**src/rtl/vram_readback.sv**
```systemverilog
// vram_readback: C64-side read-back window for the video SRAM.
// Mirrors the token/address registers, prefetches the addressed byte through
// the arbiter's read slot, serves it on DATA reads and post-increments the
// pointer. Runs entirely in the clk100 domain; PHI2 is synchronized here.
`timescale 1ns/1ps

module vram_readback #(
  parameter logic [15:0] BASE_ADDR   = 16'hDE00,
  parameter int          SYNC_STAGES = 2
) (
  input  logic        clk100,
  input  logic        rst,
  input  logic        i_64clk,
  input  logic        i_64rw,
  input  logic [15:0] i_64addr,
  input  logic [7:0]  i_64data,
  output logic [7:0]  o_64data,
  output logic        o_64doe,
  output logic        o_rd_req,
  input  logic        i_rd_gnt,
  output logic [16:0] o_rd_addr,
  input  logic        i_rd_valid,
  input  logic [7:0]  i_rd_data,
  output logic        o_busy
);

  // Register offsets inside the window
  localparam logic [2:0] OFF_TOKEN  = 3'd0;
  localparam logic [2:0] OFF_ADDR_L = 3'd1;
  localparam logic [2:0] OFF_ADDR_H = 3'd2;
  localparam logic [2:0] OFF_OPER   = 3'd3;
  localparam logic [2:0] OFF_DATA   = 3'd4;
  localparam logic [2:0] OFF_STATUS = 3'd5;

  // Prefetch FSM encoding
  localparam logic [1:0] ST_IDLE = 2'd0;
  localparam logic [1:0] ST_REQ  = 2'd1;
  localparam logic [1:0] ST_WAIT = 2'd2;

  // ---------------------------------------------------------------------------
  // PHI2 synchronizer and edge detection
  // ---------------------------------------------------------------------------
  logic [SYNC_STAGES-1:0] phi2_sync_reg;
  logic                   phi2_prev_reg;
  logic                   phi2;
  logic                   phi2_rise;
  logic                   phi2_fall;

  generate
    for (genvar gi = 0; gi < SYNC_STAGES; gi++) begin : g_sync
      if (gi == 0) begin : g_first
        // First stage samples the asynchronous PHI2 directly
        always_ff @(posedge clk100 or posedge rst) begin
          if (rst) phi2_sync_reg[gi] <= 1'b0;
          else     phi2_sync_reg[gi] <= i_64clk;
        end
      end else begin : g_next
        // Later stages shift the sample along the chain
        always_ff @(posedge clk100 or posedge rst) begin
          if (rst) phi2_sync_reg[gi] <= 1'b0;
          else     phi2_sync_reg[gi] <= phi2_sync_reg[gi-1];
        end
      end
    end
  endgenerate

  assign phi2      = phi2_sync_reg[SYNC_STAGES-1];
  assign phi2_rise = phi2 & ~phi2_prev_reg;
  assign phi2_fall = ~phi2 & phi2_prev_reg;

  // ---------------------------------------------------------------------------
  // Bus-phase capture: the last values seen while PHI2 is high are committed
  // ---------------------------------------------------------------------------
  logic [15:0] live_off;
  logic        live_hit;
  logic        phase_reg;
  logic        bus_rw_reg;
  logic        bus_hit_reg;
  logic [2:0]  bus_off_reg;
  logic [7:0]  bus_wdata_reg;
  logic        commit;

  assign live_off = i_64addr - BASE_ADDR;
  assign live_hit = (live_off < 16'd6);
  assign commit   = phi2_fall & phase_reg;

  // Track the open bus phase and sample the C64 bus while PHI2 is high
  always_ff @(posedge clk100 or posedge rst) begin
    if (rst) begin
      phi2_prev_reg <= 1'b0;
      phase_reg     <= 1'b0;
      bus_rw_reg    <= 1'b1;
      bus_hit_reg   <= 1'b0;
      bus_off_reg   <= 3'd0;
      bus_wdata_reg <= 8'h00;
    end else begin
      phi2_prev_reg <= phi2;
      if (phi2_rise)      phase_reg <= 1'b1;
      else if (phi2_fall) phase_reg <= 1'b0;
      if (phi2) begin
        bus_rw_reg    <= i_64rw;
        bus_hit_reg   <= live_hit;
        bus_off_reg   <= live_off[2:0];
        bus_wdata_reg <= i_64data;
      end
    end
  end

  // ---------------------------------------------------------------------------
  // Architectural registers
  // ---------------------------------------------------------------------------
  logic [7:0]  token_reg, token_next;
  logic [15:0] addr_reg, addr_next;
  logic [7:0]  buffer_reg;
  logic        valid_reg;
  logic        underrun_reg;
  logic        pending_reg;
  logic [1:0]  state_reg;
  logic [16:0] rd_addr_reg;
  logic        launch;
  logic        set_underrun;
  logic        clr_underrun;
  logic [16:0] fetch_addr;
  logic        fill;
  logic [7:0]  status;

  // Decode the committed access into register updates and a prefetch launch
  always_comb begin
    token_next   = token_reg;
    addr_next    = addr_reg;
    launch       = 1'b0;
    set_underrun = 1'b0;
    clr_underrun = 1'b0;
    if (commit && bus_hit_reg) begin
      if (!bus_rw_reg) begin
        case (bus_off_reg)
          OFF_TOKEN: begin
            token_next = bus_wdata_reg;
            launch     = 1'b1;
          end
          OFF_ADDR_L: begin
            addr_next[7:0] = bus_wdata_reg;
            launch         = 1'b1;
          end
          OFF_ADDR_H: begin
            addr_next[15:8] = bus_wdata_reg;
            launch          = 1'b1;
          end
          OFF_OPER:   launch = 1'b1;
          default:    ;
        endcase
      end else begin
        case (bus_off_reg)
          OFF_DATA: begin
            if (valid_reg) begin
              addr_next = addr_reg + 16'd1;
              launch    = 1'b1;
            end else begin
              set_underrun = 1'b1;
            end
          end
          OFF_STATUS: clr_underrun = 1'b1;
          default:    ;
        endcase
      end
    end
  end

  // The fetch address always reflects this cycle's commit (e.g. the bumped pointer)
  assign fetch_addr = {token_next[0], addr_next};

  // A fill lands only when nothing newer has been asked for
  assign fill = (state_reg == ST_WAIT) && i_rd_valid && !pending_reg && !launch;

  // Token/address/status registers updated by commits and fills
  always_ff @(posedge clk100 or posedge rst) begin
    if (rst) begin
      token_reg    <= 8'h00;
      addr_reg     <= 16'h0000;
      buffer_reg   <= 8'h00;
      valid_reg    <= 1'b0;
      underrun_reg <= 1'b0;
    end else begin
      token_reg <= token_next;
      addr_reg  <= addr_next;
      if (fill) buffer_reg <= i_rd_data;
      if (launch)    valid_reg <= 1'b0;
      else if (fill) valid_reg <= 1'b1;
      if (set_underrun)      underrun_reg <= 1'b1;
      else if (clr_underrun) underrun_reg <= 1'b0;
    end
  end

  // Prefetch FSM: request the read slot, wait for data, restart if superseded
  always_ff @(posedge clk100 or posedge rst) begin
    if (rst) begin
      state_reg   <= ST_IDLE;
      pending_reg <= 1'b0;
      rd_addr_reg <= 17'd0;
    end else begin
      case (state_reg)
        ST_IDLE: begin
          if (launch) begin
            rd_addr_reg <= fetch_addr;
            state_reg   <= ST_REQ;
          end
        end
        ST_REQ: begin
          if (i_rd_gnt) begin
            // Slot already granted for the old address: refetch after the data
            state_reg <= ST_WAIT;
            if (launch) pending_reg <= 1'b1;
          end else if (launch) begin
            rd_addr_reg <= fetch_addr;
          end
        end
        ST_WAIT: begin
          if (i_rd_valid) begin
            if (pending_reg || launch) begin
              rd_addr_reg <= fetch_addr;
              pending_reg <= 1'b0;
              state_reg   <= ST_REQ;
            end else begin
              state_reg <= ST_IDLE;
            end
          end else if (launch) begin
            pending_reg <= 1'b1;
          end
        end
        default: begin
          state_reg   <= ST_IDLE;
          pending_reg <= 1'b0;
        end
      endcase
    end
  end

  assign o_rd_req  = (state_reg == ST_REQ);
  assign o_busy    = (state_reg != ST_IDLE);
  assign o_rd_addr = rd_addr_reg;
  assign status    = {5'b00000, underrun_reg, o_busy, valid_reg};

  // Drive the C64 bus for readable registers while synced PHI2 is high
  always_comb begin
    o_64doe  = 1'b0;
    o_64data = 8'h00;
    if (phi2 && i_64rw && live_hit) begin
      case (live_off[2:0])
        OFF_TOKEN:  begin o_64doe = 1'b1; o_64data = token_reg;       end
        OFF_ADDR_L: begin o_64doe = 1'b1; o_64data = addr_reg[7:0];   end
        OFF_ADDR_H: begin o_64doe = 1'b1; o_64data = addr_reg[15:8];  end
        OFF_DATA:   begin o_64doe = 1'b1; o_64data = buffer_reg;      end
        OFF_STATUS: begin o_64doe = 1'b1; o_64data = status;          end
        default:    ;
      endcase
    end
  end

endmodule

```
**config.mk**
```make
export PLATFORM = sky130hd
export DESIGN_NAME = vram_readback
export DESIGN_NICKNAME = d
export VERILOG_FILES = /design/src/rtl/vram_readback.sv
export SDC_FILE = /design/constraint.sdc
export NUM_CORES = 1
export LEC_CHECK = 0
export BUFFER_PORTS_ARGS = -buffer_cell sky130_fd_sc_hd__buf_2
export CAP_MARGIN = 10
export CORE_MARGIN = 3
export CORE_UTILIZATION = 55
export DETAILED_ROUTE_END_ITERATION = 16
export HOLD_SLACK_MARGIN = 0.06
export PLACE_DENSITY = 0.84
export SYNTH_ARGS = -nofsm -noshare
export SYNTH_HDL_FRONTEND = slang
export SYNTH_SLANG_ARGS = --single-unit
```
**constraint.sdc**
```tcl
create_clock -name clk100 -period 2.85 [get_ports clk100]
set_input_delay 0 -clock clk100 [delete_from_list [all_inputs] [get_ports clk100]]
set_output_delay 0 -clock clk100 [all_outputs]
set_load 0.05 [all_outputs]
```
==> impl_metrics.yaml <==
synth:
  syn-mean-instance-area_sq_um: 10.5
  syn_inst: 384
  synth_nets: 430
  yosysTopAreaCell: "dfrtp_1"
  async_flop_share_pct: 100
  synth_area_leaders: "dfrtp_1, mux2_2, ha_1, a211oi_1, nor2_1"
  ys_types: 65
  ys_seq_area_share_pct: 44.2
  synth_top_area_share_pct: 43.5
  yosys-top-cells-count: "dfrtp_1, mux2_2, nor2_1"
  synth_most_common_cell: "dfrtp_1"
  ys_warn_count: 0
  synth_edf_count: 0
  synth_flop_cell: "dfrtp_1"
  synth-seq-cells: 71
  syn-cell-area_sq_um: 4020
clocking:
  clk-insertion-delay-late_ns: 0.36
  cts_tree: "yes"
  htreeDepth: 3
  cts_resized: 0
  clock_sinks: 71
  ctsRootBufferMaster: "clkbuf_8"
  clkTransAtPathRegs_ns: 0.08
  cts_buffers: 9
  clk_path_buf_depth: 2
grt:
  grt_max_degree: 37
  antenna_found_initial: 0
  grt_pass1_wl_um: 17300
  grt_pass1_vias: 3424
  grt-ovfl-total: 0
  grt_util_all_layers_pct: 26.6
placed_design:
  port_buffers: 65
  placed_cells: 531
  hpwlAfterDp_um: 7550
  placed_cell_area_sq_um: 4410
  place.gp.congestion: 0.985
routing:
  drt_pass1_iterations: 5
  wirelength_um: 10400
  drtIter0Drc: 373
  ant_nets: 0
  wl_per_cell_um: 18.4
  vias: 3480
  vias_per_cell: 6.15
  drc: 0
worst_setup_path:
  worstPathArrival_ns: 2.70
  worstPathCellList: "nand4bb_1, or4_4, and3_4, or3_4, mux2_4"
  crit_required_ns: 3.09
  cp-end-kind: "register"
  cp-start-kind: "register"
  path_max_fanout: 10
  cpMaxStageDelayCell: "or4_4"
  cp_slowest_stage_delay_ns: 0.64
  critPathKind: "register to register"
floorplanning:
  die_w_um: 91.5
  row_count: 30
  die_h_um: 91.5
  die-area_sq_um: 8380
  initial_core_util_pct: 57.9
  fp.coreArea_sq_um: 6940
  io_pins: 66
layout:
  layout-drive-gt1-share_pct: 33.6
  fill_cells: 523
  final_nets: 512
  largest_reg_flops: 17
  fin_area_sq_um: 4780
  syn2layout_area_growth_pct: 18.7
  fin_cells: 566
  num_antenna_cells: 0
timing:
  drv_slew: 0
  max_freq_mhz: 408
  max_slew.worst_pin.slew_ns: 0.761
  finalSetupViolations: 0
  finalHoldViolations: 0
  min_period_over_period_pct: 86.1
  rsz0062_at_grt: "no"
  max-slew-margin-rel_pct: 49.2
  min_period_ns: 2.45
  fin_worst_skew_ns: 0.0120
  setup-tns-final_ns: 0
power:
  power_density_nw_per_um2: 517
  vdd_drop_max_uv: 377
  power_mw: 2.47
  p_leak_nw: 2.14
status:
  status: "finished clean"
flow_run:
  maxCapViolations: 0
worst_hold_path:
  min_path_type: "primary input to register"
-- placed cells by master (no fill, tap or decap), types with 7 or more instances in the layout --
master         count
dfrtp_1           70
nand2_1           21
nor2_1            23
nor3_1             8
clkbuf_8          10
dlygate4sd3_1     20
buf_4              9
nor2b_1           11
a211oi_1          13
nand2b_1           7
mux2_2            46
buf_2             65
a21oi_1           16
nand3_1           17
a31oi_1            7
ha_1               8
o21ai_0            9
inv_1             14
nor4_1            12
-- power breakdown --
part	internal [mW]	switching, mW	total [mW]
combinational	0.262	0.319	0.581
sequential	1.10	0.0816	1.18
clock	0.330	0.374	0.704
-- cell type report --
| type | instances | area [sq um] | share of cell area (%) |
|---|---|---|---|
| timing repair buffer | 95 | 613 | 12.8 |
| clock buffer | 11 | 141 | 2.96 |
| sequential | 71 | 1780 | 37.2 |
| clock inverter | 4 | 22.5 | 0.472 |
| inverter | 15 | 56.3 | 1.18 |
| tap | 96 | 120 | 2.52 |
| multi-input combinational | 274 | 2040 | 42.8 |
-- timing repair --
action                                  in CTS  in global routing
hold buffers                                20                  0
hold endpoints to repair                    55                  0
endpoints found under the setup margin       0                  0
buffers inserted                             0                  0
-- cell families after synthesis --
| group | share of synthesized area, % |
|---|---|
| adders and majority gates | 2.49 |
| DFF | 44.2 |
| buffers and inverters | 4.98 |
| muxes | 15.4 |
| and+or+nand+nor | 19.6 |
| AOI/OAI and AO/OA | 13.3 |
-- layer usage --
layer	up-vias	global-route usage, %	wire, um
li1	1594	-	-
met1	1700	34.5	4190
met2	160	43.3	5210
met3	26	4.56	725
met4	0	12.3	280
met5	-	0	0
-- worst paths after layout --
kind,from,slack (ns),cells after the start,end
max,bus_off_reg[1],0.40,5,o_rd_addr[9]
min,i_rd_valid,0.09,4,valid_reg
max reg2reg,bus_off_reg[1],0.40,5,o_rd_addr[9]
min reg2reg,phi2_sync_reg[0],0.36,0,phi2
max in group asynchronous,rst,1.81,4,bus_rw_reg
min in group asynchronous,rst,0.32,3,bus_wdata_reg[1]
-- worst max-delay path: cells and delay by family (launching register included) --
kind	cells	cell delay (ns)
flip-flops	1	0.47
multiplexers	1	0.26
AND/OR/NAND/NOR	4	1.61
-- metrics by stage --
stage,hold slack [ns],util [%],setup slack (ns)
floorplan,0.0314,-,0.230
global placement,0.113,63.5,0.503
detailed placement,0.110,63.5,0.454
CTS,0.0811,68.8,0.443
global route,0.106,68.8,0.302
finish,0.0885,68.8,0.396
Note: power is estimated with default switching activity, not from simulation.
